--- src/rtl/if_stage.sv ---
// if_stage: instruction fetch stage with a valid/ready memory port,
// stall hold buffer, branch redirect and stale-response drop.
//
// Parameters:
//   WORD_LEN     data/address width (default 32)
// Ports:
//   clk          pipeline clock, rising edge
//   rst          synchronous active-high reset
//   freeze       hazard stall, holds PC and IF/ID
//   brTaken      branch resolved taken in decode
//   br_offset    sign-extended word offset of the branch
//   imem_req     instruction request valid
//   imem_addr    byte address of the request
//   imem_ready   memory accepts and returns data this cycle
//   imem_rdata   fetched instruction word
//   instruction  IF/ID instruction (0 when not valid)
//   pc_id        IF/ID PC+4 of the held instruction
//   if_valid     IF/ID holds a real instruction
//   fetch_cnt    (IF_PERF_CNT_EN) instructions delivered to IF/ID
//   stall_cnt    (IF_PERF_CNT_EN) freeze or memory-wait cycles
//
// Optional feature macro: IF_PERF_CNT_EN adds the two counters.

module if_stage #(
    parameter int WORD_LEN = 32
) (
    input  logic                clk,
    input  logic                rst,
    input  logic                freeze,
    input  logic                brTaken,
    input  logic [WORD_LEN-1:0] br_offset,
    output logic                imem_req,
    output logic [WORD_LEN-1:0] imem_addr,
    input  logic                imem_ready,
    input  logic [WORD_LEN-1:0] imem_rdata,
    output logic [WORD_LEN-1:0] instruction,
    output logic [WORD_LEN-1:0] pc_id,
    output logic                if_valid
`ifdef IF_PERF_CNT_EN
    ,
    output logic [31:0]         fetch_cnt,
    output logic [31:0]         stall_cnt
`endif
);

    typedef enum logic [1:0] {
        S_REQ  = 2'd0,
        S_HOLD = 2'd1,
        S_DROP = 2'd2
    } state_t;

    localparam logic [WORD_LEN-1:0] FOUR = WORD_LEN'(4);
    localparam logic [WORD_LEN-1:0] ZERO = '0;

    state_t              state;
    logic [WORD_LEN-1:0] pc;
    logic [WORD_LEN-1:0] hold_q;
    logic [WORD_LEN-1:0] drop_addr;
    logic [WORD_LEN-1:0] pc_next4;
    logic [WORD_LEN-1:0] br_target;

    assign pc_next4  = pc + FOUR;
    assign br_target = pc_id + FOUR + (br_offset << 2);

    // Reset gates the request immediately so a response
    // arriving during reset is never handshaken.
    assign imem_req  = !rst && (state != S_HOLD);

    // While dropping, the outstanding request keeps its
    // original address; pc already points at the target.
    assign imem_addr = (state == S_DROP) ? drop_addr : pc;

    always_ff @(posedge clk) begin
        if (rst) begin
            state       <= S_REQ;
            pc          <= ZERO;
            instruction <= ZERO;
            pc_id       <= ZERO;
            if_valid    <= 1'b0;
            hold_q      <= ZERO;
            drop_addr   <= ZERO;
        end else if (brTaken) begin
            // Redirect beats freeze: flush IF/ID and the
            // hold buffer, then resolve any open request.
            pc          <= br_target;
            instruction <= ZERO;
            if_valid    <= 1'b0;
            hold_q      <= ZERO;
            case (state)
                S_REQ: begin
                    if (imem_ready) begin
                        state <= S_REQ;
                    end else begin
                        drop_addr <= pc;
                        state     <= S_DROP;
                    end
                end
                S_HOLD: begin
                    state <= S_REQ;
                end
                S_DROP: begin
                    if (imem_ready) begin
                        state <= S_REQ;
                    end else begin
                        state <= S_DROP;
                    end
                end
                default: begin
                    state <= S_REQ;
                end
            endcase
        end else begin
            case (state)
                S_REQ: begin
                    if (imem_ready && !freeze) begin
                        instruction <= imem_rdata;
                        pc_id       <= pc_next4;
                        if_valid    <= 1'b1;
                        pc          <= pc_next4;
                    end else if (imem_ready) begin
                        hold_q <= imem_rdata;
                        state  <= S_HOLD;
                    end else if (!freeze) begin
                        // Decode moves on; give it a bubble.
                        instruction <= ZERO;
                        if_valid    <= 1'b0;
                    end
                end
                S_HOLD: begin
                    if (!freeze) begin
                        instruction <= hold_q;
                        pc_id       <= pc_next4;
                        if_valid    <= 1'b1;
                        pc          <= pc_next4;
                        state       <= S_REQ;
                    end
                end
                S_DROP: begin
                    if (!freeze) begin
                        instruction <= ZERO;
                        if_valid    <= 1'b0;
                    end
                    if (imem_ready) begin
                        state <= S_REQ;
                    end
                end
                default: begin
                    state <= S_REQ;
                end
            endcase
        end
    end

`ifdef IF_PERF_CNT_EN
    logic fetch_evt;
    logic stall_evt;

    assign fetch_evt = !brTaken && !freeze &&
                       ((state == S_REQ && imem_ready) ||
                        (state == S_HOLD));
    assign stall_evt = freeze || (imem_req && !imem_ready);

    always_ff @(posedge clk) begin
        if (rst) begin
            fetch_cnt <= 32'd0;
            stall_cnt <= 32'd0;
        end else begin
            if (fetch_evt) begin
                fetch_cnt <= fetch_cnt + 32'd1;
            end
            if (stall_evt) begin
                stall_cnt <= stall_cnt + 32'd1;
            end
        end
    end
`endif

endmodule

--- config.mk ---
export PLATFORM = sky130hd
export DESIGN_NAME = if_stage
export DESIGN_NICKNAME = d
export VERILOG_FILES = /design/src/rtl/if_stage.sv
export SDC_FILE = /design/constraint.sdc
export NUM_CORES = 1
export LEC_CHECK = 0
export ABC_AREA = 1
export CORE_UTILIZATION = 60
export CTS_CLUSTER_DIAMETER = 30
export DETAILED_ROUTE_END_ITERATION = 8
export DONT_BUFFER_PORTS = 1
export PLACE_DENSITY_LB_ADDON = 0.15
export SETUP_SLACK_MARGIN = 0.5
export SLEW_MARGIN = 20
export SYNTH_ARGS = -nofsm -noshare
export SYNTH_HDL_FRONTEND = slang
export SYNTH_SLANG_ARGS = --single-unit
--- constraint.sdc ---
create_clock -name clk -period 6.2 [get_ports clk]
set_input_delay 0.62 -clock clk [delete_from_list [all_inputs] [get_ports clk]]
set_output_delay 0.62 -clock clk [all_outputs]
set_load 0.02 [all_outputs]
### Yosys cells after proc, flatten, opt, wreduce, memory -nomap -nowiden

Cells that the tools add are included.

* word-level logic and storage cells: 63
* output and inout bits: 98
* bits in registers: 163
* bits of input ports: 69
* bits in read-only memories: 0
* memory bits (writable): 0
* latch bits: 0
* memories kept: 0

* $lt $le $gt $ge: 0
* add/sub/neg operators: 3
* shift-type cells: 0
* bitwise logic cells: 3
* eq/ne operators: 11
* multiply operators: 0
* reduce and logical (&&, ||, !) cells: 16
* muxes and demuxes: 23
* divide/modulo/power cells: 0

Operators by type and width (number)
* 2-to-1 mux 32 bit: 8
* one-hot mux 32 bit (3 select lines): 1
* adder 32 x 3 -> 32 bit (second input constant): 2
* one-hot mux 32 bit (2 select lines): 1
* adder 32 bit: 1
* != test 3 bit (second input constant): 6
* 2-to-1 mux 2 bit: 7
* AND reduction 3 bit: 4
* AND reduction 4 bit: 2
* one-hot mux 2 bit (3 select lines): 1
* nonzero test 3 bit: 2
* 2-to-1 mux 1 bit: 4
* != test 2 bit (second input constant): 2
* OR reduction 2 bit: 2
* inverter 1 bit: 3
* one-hot mux 1 bit (3 select lines): 1
* == test 2 x 1 -> 1 bit (second input constant): 1
* == test 2 bit (second input constant): 1
* logical AND 1 bit: 2
* zero test 1 bit: 2
* zero test 2 bit: 1
* != test 2 x 1 -> 1 bit (second input constant): 1
* nonzero test 2 bit: 1

### Longest topological paths before layout

* depth in word-level cells: 5
* mapped depth: 15
* gate-level depth less buffers: 15

### Worst setup path before layout

Ideal clock, no wire load.

* path kind: input to register
* start: in br_offset[1]
* end: reg pc[31]
* library setup time: 0.132 ns
* required time: 6.068 ns
* setup slack: 3.770 ns
* arrival: 2.298 ns
* cell stages on the path: 13
* buffers on the path: 0
* cell sequence: ha_1 -> ha_1 -> fa_1 -> nand3_1 -> nand3_1 -> nand3_1 -> nand3_1 -> nand2_1 -> nand2_1 -> nand2_1 -> nand3_1 -> nand2_1 -> a21oi_1

* word-level cells in the longest chain between the ends: 2

RTL lines
* from (decl): line 31 `input logic [WORD_LEN-1:0] br_offset,`
* adder 32 bit: line 63 `assign br_target = pc_id + FOUR + (br_offset << 2);`
* 2-to-1 mux 32 bit: line 82 `end else if (brTaken) begin`
* to (signal assigned): line 85 `pc <= br_target;`
* to (signal assigned): line 119 `pc <= pc_next4;`
* to (signal assigned): line 134 `pc <= pc_next4;`
* to (decl): line 56 `logic [WORD_LEN-1:0] pc;`

Every way passes these cells.
A chain may end at the register's enable or synchronous reset.

### Worst setup path after layout

* start: reg state[0]
* end: reg pc_id[31]

* word-level cells in the longest chain between the ends: 3
* elaborated cells between the ends (all ways): 7
* those cells by class: eq/ne (3); mux (1); reduce/logical (3)

RTL lines
* from (decl): line 55 `state_t state;`
* from (signal assigned): line 75 `state <= S_REQ;`
* from (signal assigned): line 92 `state <= S_REQ;`
* from (signal assigned): line 95 `state <= S_DROP;`
* == test 2 x 1 -> 1 bit / zero test 2 bit (equally long branches): line 113 `case (state)`
* != test 2 bit (no source line) / nonzero test 2 bit (equally long branches)
* AND reduction 4 bit (no source line)
* to (signal assigned): line 117 `pc_id <= pc_next4;`
* to (signal assigned): line 132 `pc_id <= pc_next4;`
* to (decl): line 37 `output logic [WORD_LEN-1:0] pc_id,`

Several ways; a longest one is shown, not always the timed one.

==> report_table.html <==
<table>
<tr><th>Metric</th><th>Value</th></tr>
<tr><th colspan="2">Logic synthesis</th></tr>
<tr><td>Main synth FF type</td><td>sky130_fd_sc_hd__dfxtp_1</td></tr>
<tr><td>Fraction of post-synthesis cell area in the top cell type by area</td><td>around a third</td></tr>
<tr><td>EDFF count, synth</td><td>0</td></tr>
<tr><td>Post-Syn Area per Cell</td><td>6.36 um2</td></tr>
<tr><td>Dominant cell type by area after synthesis</td><td>sky130_fd_sc_hd__dfxtp_1</td></tr>
<tr><td>Post-synthesis cell area</td><td>between 10000 and 15000 um2</td></tr>
<tr><td>Most area-consuming cells after synthesis</td><td>sky130_fd_sc_hd__dfxtp_1 32%, sky130_fd_sc_hd__nand2_1 18%, sky130_fd_sc_hd__inv_1 8.2%, sky130_fd_sc_hd__a21oi_1 7.8%, sky130_fd_sc_hd__ha_1 7.5%</td></tr>
<tr><td>Cell with the most instances after synthesis</td><td>sky130_fd_sc_hd__nand2_1</td></tr>
<tr><td>Number of distinct library cells after synthesis</td><td>42</td></tr>
<tr><td>Top cells by count, synth</td><td>497 x sky130_fd_sc_hd__nand2_1, 221 x sky130_fd_sc_hd__inv_1, 163 x sky130_fd_sc_hd__dfxtp_1, 158 x sky130_fd_sc_hd__a21oi_1</td></tr>
<tr><td>Post-Synthesis Net Count</td><td>1726</td></tr>
<tr><td>Synthesis Warnings</td><td>0</td></tr>
<tr><td>Number of cells produced by synthesis</td><td>1595</td></tr>
<tr><td>Async set-reset flop share out of synthesis</td><td>0%</td></tr>
<tr><td>Sequential fraction of the synthesis area</td><td>between 30% and 40%</td></tr>
<tr><td>Total of flip-flops plus latches after synthesis</td><td>~160</td></tr>
<tr><th colspan="2">Place</th></tr>
<tr><td>Final Wtd Congestion</td><td>0.950</td></tr>
<tr><td>Setup slack after placement</td><td>between 3 and 4 ns</td></tr>
<tr><td>Post-detail-place hpwl</td><td>about 21 mm</td></tr>
<tr><td>Number of I/O port buffers</td><td>0</td></tr>
<tr><th colspan="2">Die</th></tr>
<tr><td>Core region area</td><td>approximately 17000 um2</td></tr>
<tr><td>Die extent in x</td><td>132 um</td></tr>
<tr><td>Total Die Area</td><td>between 15000 and 20000 um2</td></tr>
<tr><td>Effective utilization at floorplan</td><td>approximately three fifths</td></tr>
<tr><td># IOs</td><td>around 170</td></tr>
<tr><td>Chip height</td><td>132 um</td></tr>
<tr><td>FP Rows</td><td>47</td></tr>
<tr><th colspan="2">Clock network</th></tr>
<tr><td>CTS tree</td><td>done</td></tr>
<tr><td>Maximum root-to-sink buffer count</td><td>2</td></tr>
<tr><td>Clock sinks</td><td>around 160</td></tr>
<tr><td>Number of buffers created by CTS</td><td>17</td></tr>
<tr><td>Number of H-tree branching levels</td><td>4</td></tr>
<tr><td>Clock insertion delay at the later pin of the skew report</td><td>around 0.43 ns</td></tr>
<tr><td>Root cell of the clock tree</td><td>sky130_fd_sc_hd__clkbuf_16</td></tr>
<tr><td>Setup bufs post-CTS</td><td>0</td></tr>
<tr><td>PostCTS Resize Cnt</td><td>0</td></tr>
<tr><td>Hold_buf cts</td><td>0</td></tr>
<tr><td>Clock Pin Slew Worst Setup and Hold Paths</td><td>0.07 ns</td></tr>
<tr><th colspan="2">Drt</th></tr>
<tr><td>Total length of routed wires</td><td>around 28 mm</td></tr>
<tr><td>Number of design-rule violations left by the first detailed-router iteration</td><td>812</td></tr>
<tr><td>DRC violations left</td><td>0</td></tr>
<tr><td>Routed WL per cell</td><td>~16 um</td></tr>
<tr><td>Total number of vias</td><td>slightly below 10000</td></tr>
<tr><td>Number of nets with antenna violations after routing</td><td>0</td></tr>
<tr><td>TritonRoute pass-1 iters</td><td>5</td></tr>
<tr><td>Number of vias per cell after detailed routing</td><td>roughly 5.5</td></tr>
<tr><th colspan="2">Timing</th></tr>
<tr><td>Normalized max-slew margin</td><td>30.7%</td></tr>
<tr><td>Setup ws final</td><td>around 3.0 ns</td></tr>
<tr><td>Hold Vio Cnt, Final</td><td>0</td></tr>
<tr><td>Endpoints failing setup</td><td>0</td></tr>
<tr><td>Achievable Freq</td><td>just over 300 MHz</td></tr>
<tr><td>Final period utilization</td><td>a little over half</td></tr>
<tr><td>Min Hold Slack</td><td>~0.27 ns</td></tr>
<tr><td>Fin Setup TNS</td><td>0 ns</td></tr>
<tr><td>Post-Route Skew</td><td>around 0.011 ns</td></tr>
<tr><td>Slew of the pin with the lowest slew margin</td><td>a little over 1 ns</td></tr>
<tr><td>Final Critical Period</td><td>approximately 3.2 ns</td></tr>
<tr><td>Setup repair after global routing missed its margin</td><td>no</td></tr>
<tr><td>Final max-slew violation count</td><td>0</td></tr>
<tr><th colspan="2">Critical path</th></tr>
<tr><td>Kind of end point of the critical path</td><td>flop</td></tr>
<tr><td>R2r worst-path depth</td><td>11</td></tr>
<tr><td>CP Data Required Time</td><td>between 6 and 7 ns</td></tr>
<tr><td>Data arrival time of the critical path</td><td>roughly 3.6 ns</td></tr>
<tr><td>CP max FO</td><td>46</td></tr>
<tr><td>Worst Path Class, Setup</td><td>reg2reg</td></tr>
<tr><td>Critical Path Source Type</td><td>flop</td></tr>
<tr><th colspan="2">Global route</th></tr>
<tr><td>First-pass GRT wire length</td><td>roughly 46 mm</td></tr>
<tr><td>Via count of the first global-routing pass</td><td>~9100</td></tr>
<tr><td>Antenna violations before repair</td><td>0</td></tr>
<tr><td>Total routing usage reported by global routing</td><td>between 30% and 40%</td></tr>
<tr><td>Total congestion overflow after global routing</td><td>0</td></tr>
<tr><td>Pin count of the biggest net entering global routing</td><td>between 60 and 70</td></tr>
<tr><th colspan="2">Cells and area</th></tr>
<tr><td>Fraction of layout instances using a drive strength above 1</td><td>4.86%</td></tr>
<tr><td>NumNets Final</td><td>1681</td></tr>
<tr><td>Utilization of the core after routing</td><td>about two thirds</td></tr>
<tr><td>Area added between synthesis and finish</td><td>6.86%</td></tr>
<tr><td>Antenna Cells</td><td>0</td></tr>
<tr><td>Filler cells</td><td>1587</td></tr>
<tr><th colspan="2">Power and ir drop</th></tr>
<tr><td>Power per Cell Area</td><td>about 260 nW/um2</td></tr>
<tr><td>Leakage power figure</td><td>between 4 and 5 nW</td></tr>
<tr><td>Total power after layout</td><td>around 2.8 mW</td></tr>
<tr><td>VDD IR max</td><td>0.000230 V</td></tr>
<tr><th colspan="2">Job</th></tr>
<tr><td>Max-cap violations</td><td>0</td></tr>
<tr><th colspan="2">Min path</th></tr>
<tr><td>Worst hold path cell count</td><td>1</td></tr>
<tr><td>Class of the most critical hold timing path</td><td>in2reg</td></tr>
<tr><th colspan="2">Outcome</th></tr>
<tr><td>Run status</td><td>complete, no violations</td></tr>
</table>
layout by cell type (no fill, tap or decap), drive strengths merged:
cell	instances
nand2	501
inv	233
dfxtp	163
a21oi	158
o21ai	123
nand3	123
nor2	82
ha	61
clkbuf	18
o211ai	17
xor2	16
nor3	12
nand4	9
buf	8
o21bai	6
a31oi	6
clkinv	6
xnor2	4
bufinv	4
or2	2
o221ai	2
o21a	2
a22oi	2
a211oi	1
nand3b	1
o22ai	1
a21o	1
fa	1
where the power goes:
group,switching (mW),leakage [nW],internal [mW]
Sequential,0.0782,1.33,1.10
Combinational,0.310,3.25,0.134
Clock,0.465,0.318,0.690
final cells by class:
| cell class | count | area, um2 | share of cell area [%] |
|---|---|---|---|
| timing repair buffer | 8 | 60.1 | 0.554 |
| inverter | 229 | 861 | 7.94 |
| multi-input combinational | 1131 | 5730 | 52.9 |
| sequential | 163 | 3260 | 30.1 |
| clock inverter | 14 | 219 | 2.02 |
| clock buffer | 18 | 429 | 3.96 |
| tap | 220 | 275 | 2.54 |
registers in the layout, indices dropped and copies added (netlist names), named ones only:
register,cells
instruction,32
drop_addr,32
pc_id,32
pc,32
state,2
hold_q,32
cells by family (layout without fill, tap and decap cells):
group	count (synthesis)	after routing	share of synthesized area, %
xor+xnor	20	20	1.73
flops	163	163	32.2
fa+ha+maj	62	62	7.72
simple gates	730	730	30.2
buf+inv	301	269	11.4
compound gates	319	319	16.8
final timing paths:
check / start / end / slack (ns)
worst min-delay path: rst / pc[28] / 0.27
worst min register to register: hold_q[27] / hold_q[27] / 0.45
worst max register to register: state[0] / pc_id[31] / 2.97
worst max-delay path: state[0] / pc_id[31] / 2.97
critical path, stage by stage, from the launching register on:
cell	delay (ns)
sky130_fd_sc_hd__dfxtp_1	0.35
sky130_fd_sc_hd__inv_1	0.08
sky130_fd_sc_hd__ha_1	0.25
sky130_fd_sc_hd__inv_2	0.12
sky130_fd_sc_hd__nor2_2	0.04
sky130_fd_sc_hd__buf_4	0.23
sky130_fd_sc_hd__nor3_2	0.20
sky130_fd_sc_hd__nand2_1	0.51
sky130_fd_sc_hd__inv_2	0.81
sky130_fd_sc_hd__nand3_1	0.28
sky130_fd_sc_hd__o211ai_1	0.15
sky130_fd_sc_hd__inv_1	0.05
stage by stage:
| stage | cell area, um2 | std cells |
|---|---|---|
| floorplan | 10100 | 1595 |
| global placement | 10200 | 1751 |
| detailed placement | 10200 | 1751 |
| CTS | 10800 | 1783 |
| global route | 10800 | 1783 |
| finish | 10800 | 1783 |
routing by layer:
layer  global-route usage (%)  part of all wire (%)  vias up
met1                     39.8                    41     4486
met3                     7.54                   7.1       58
met2                     56.2                    48      317
met5                        0                     0        -
met4                     15.7                   3.6        0
li1                         -                     -     5019
Note: power is estimated with default switching activity, not from simulation.
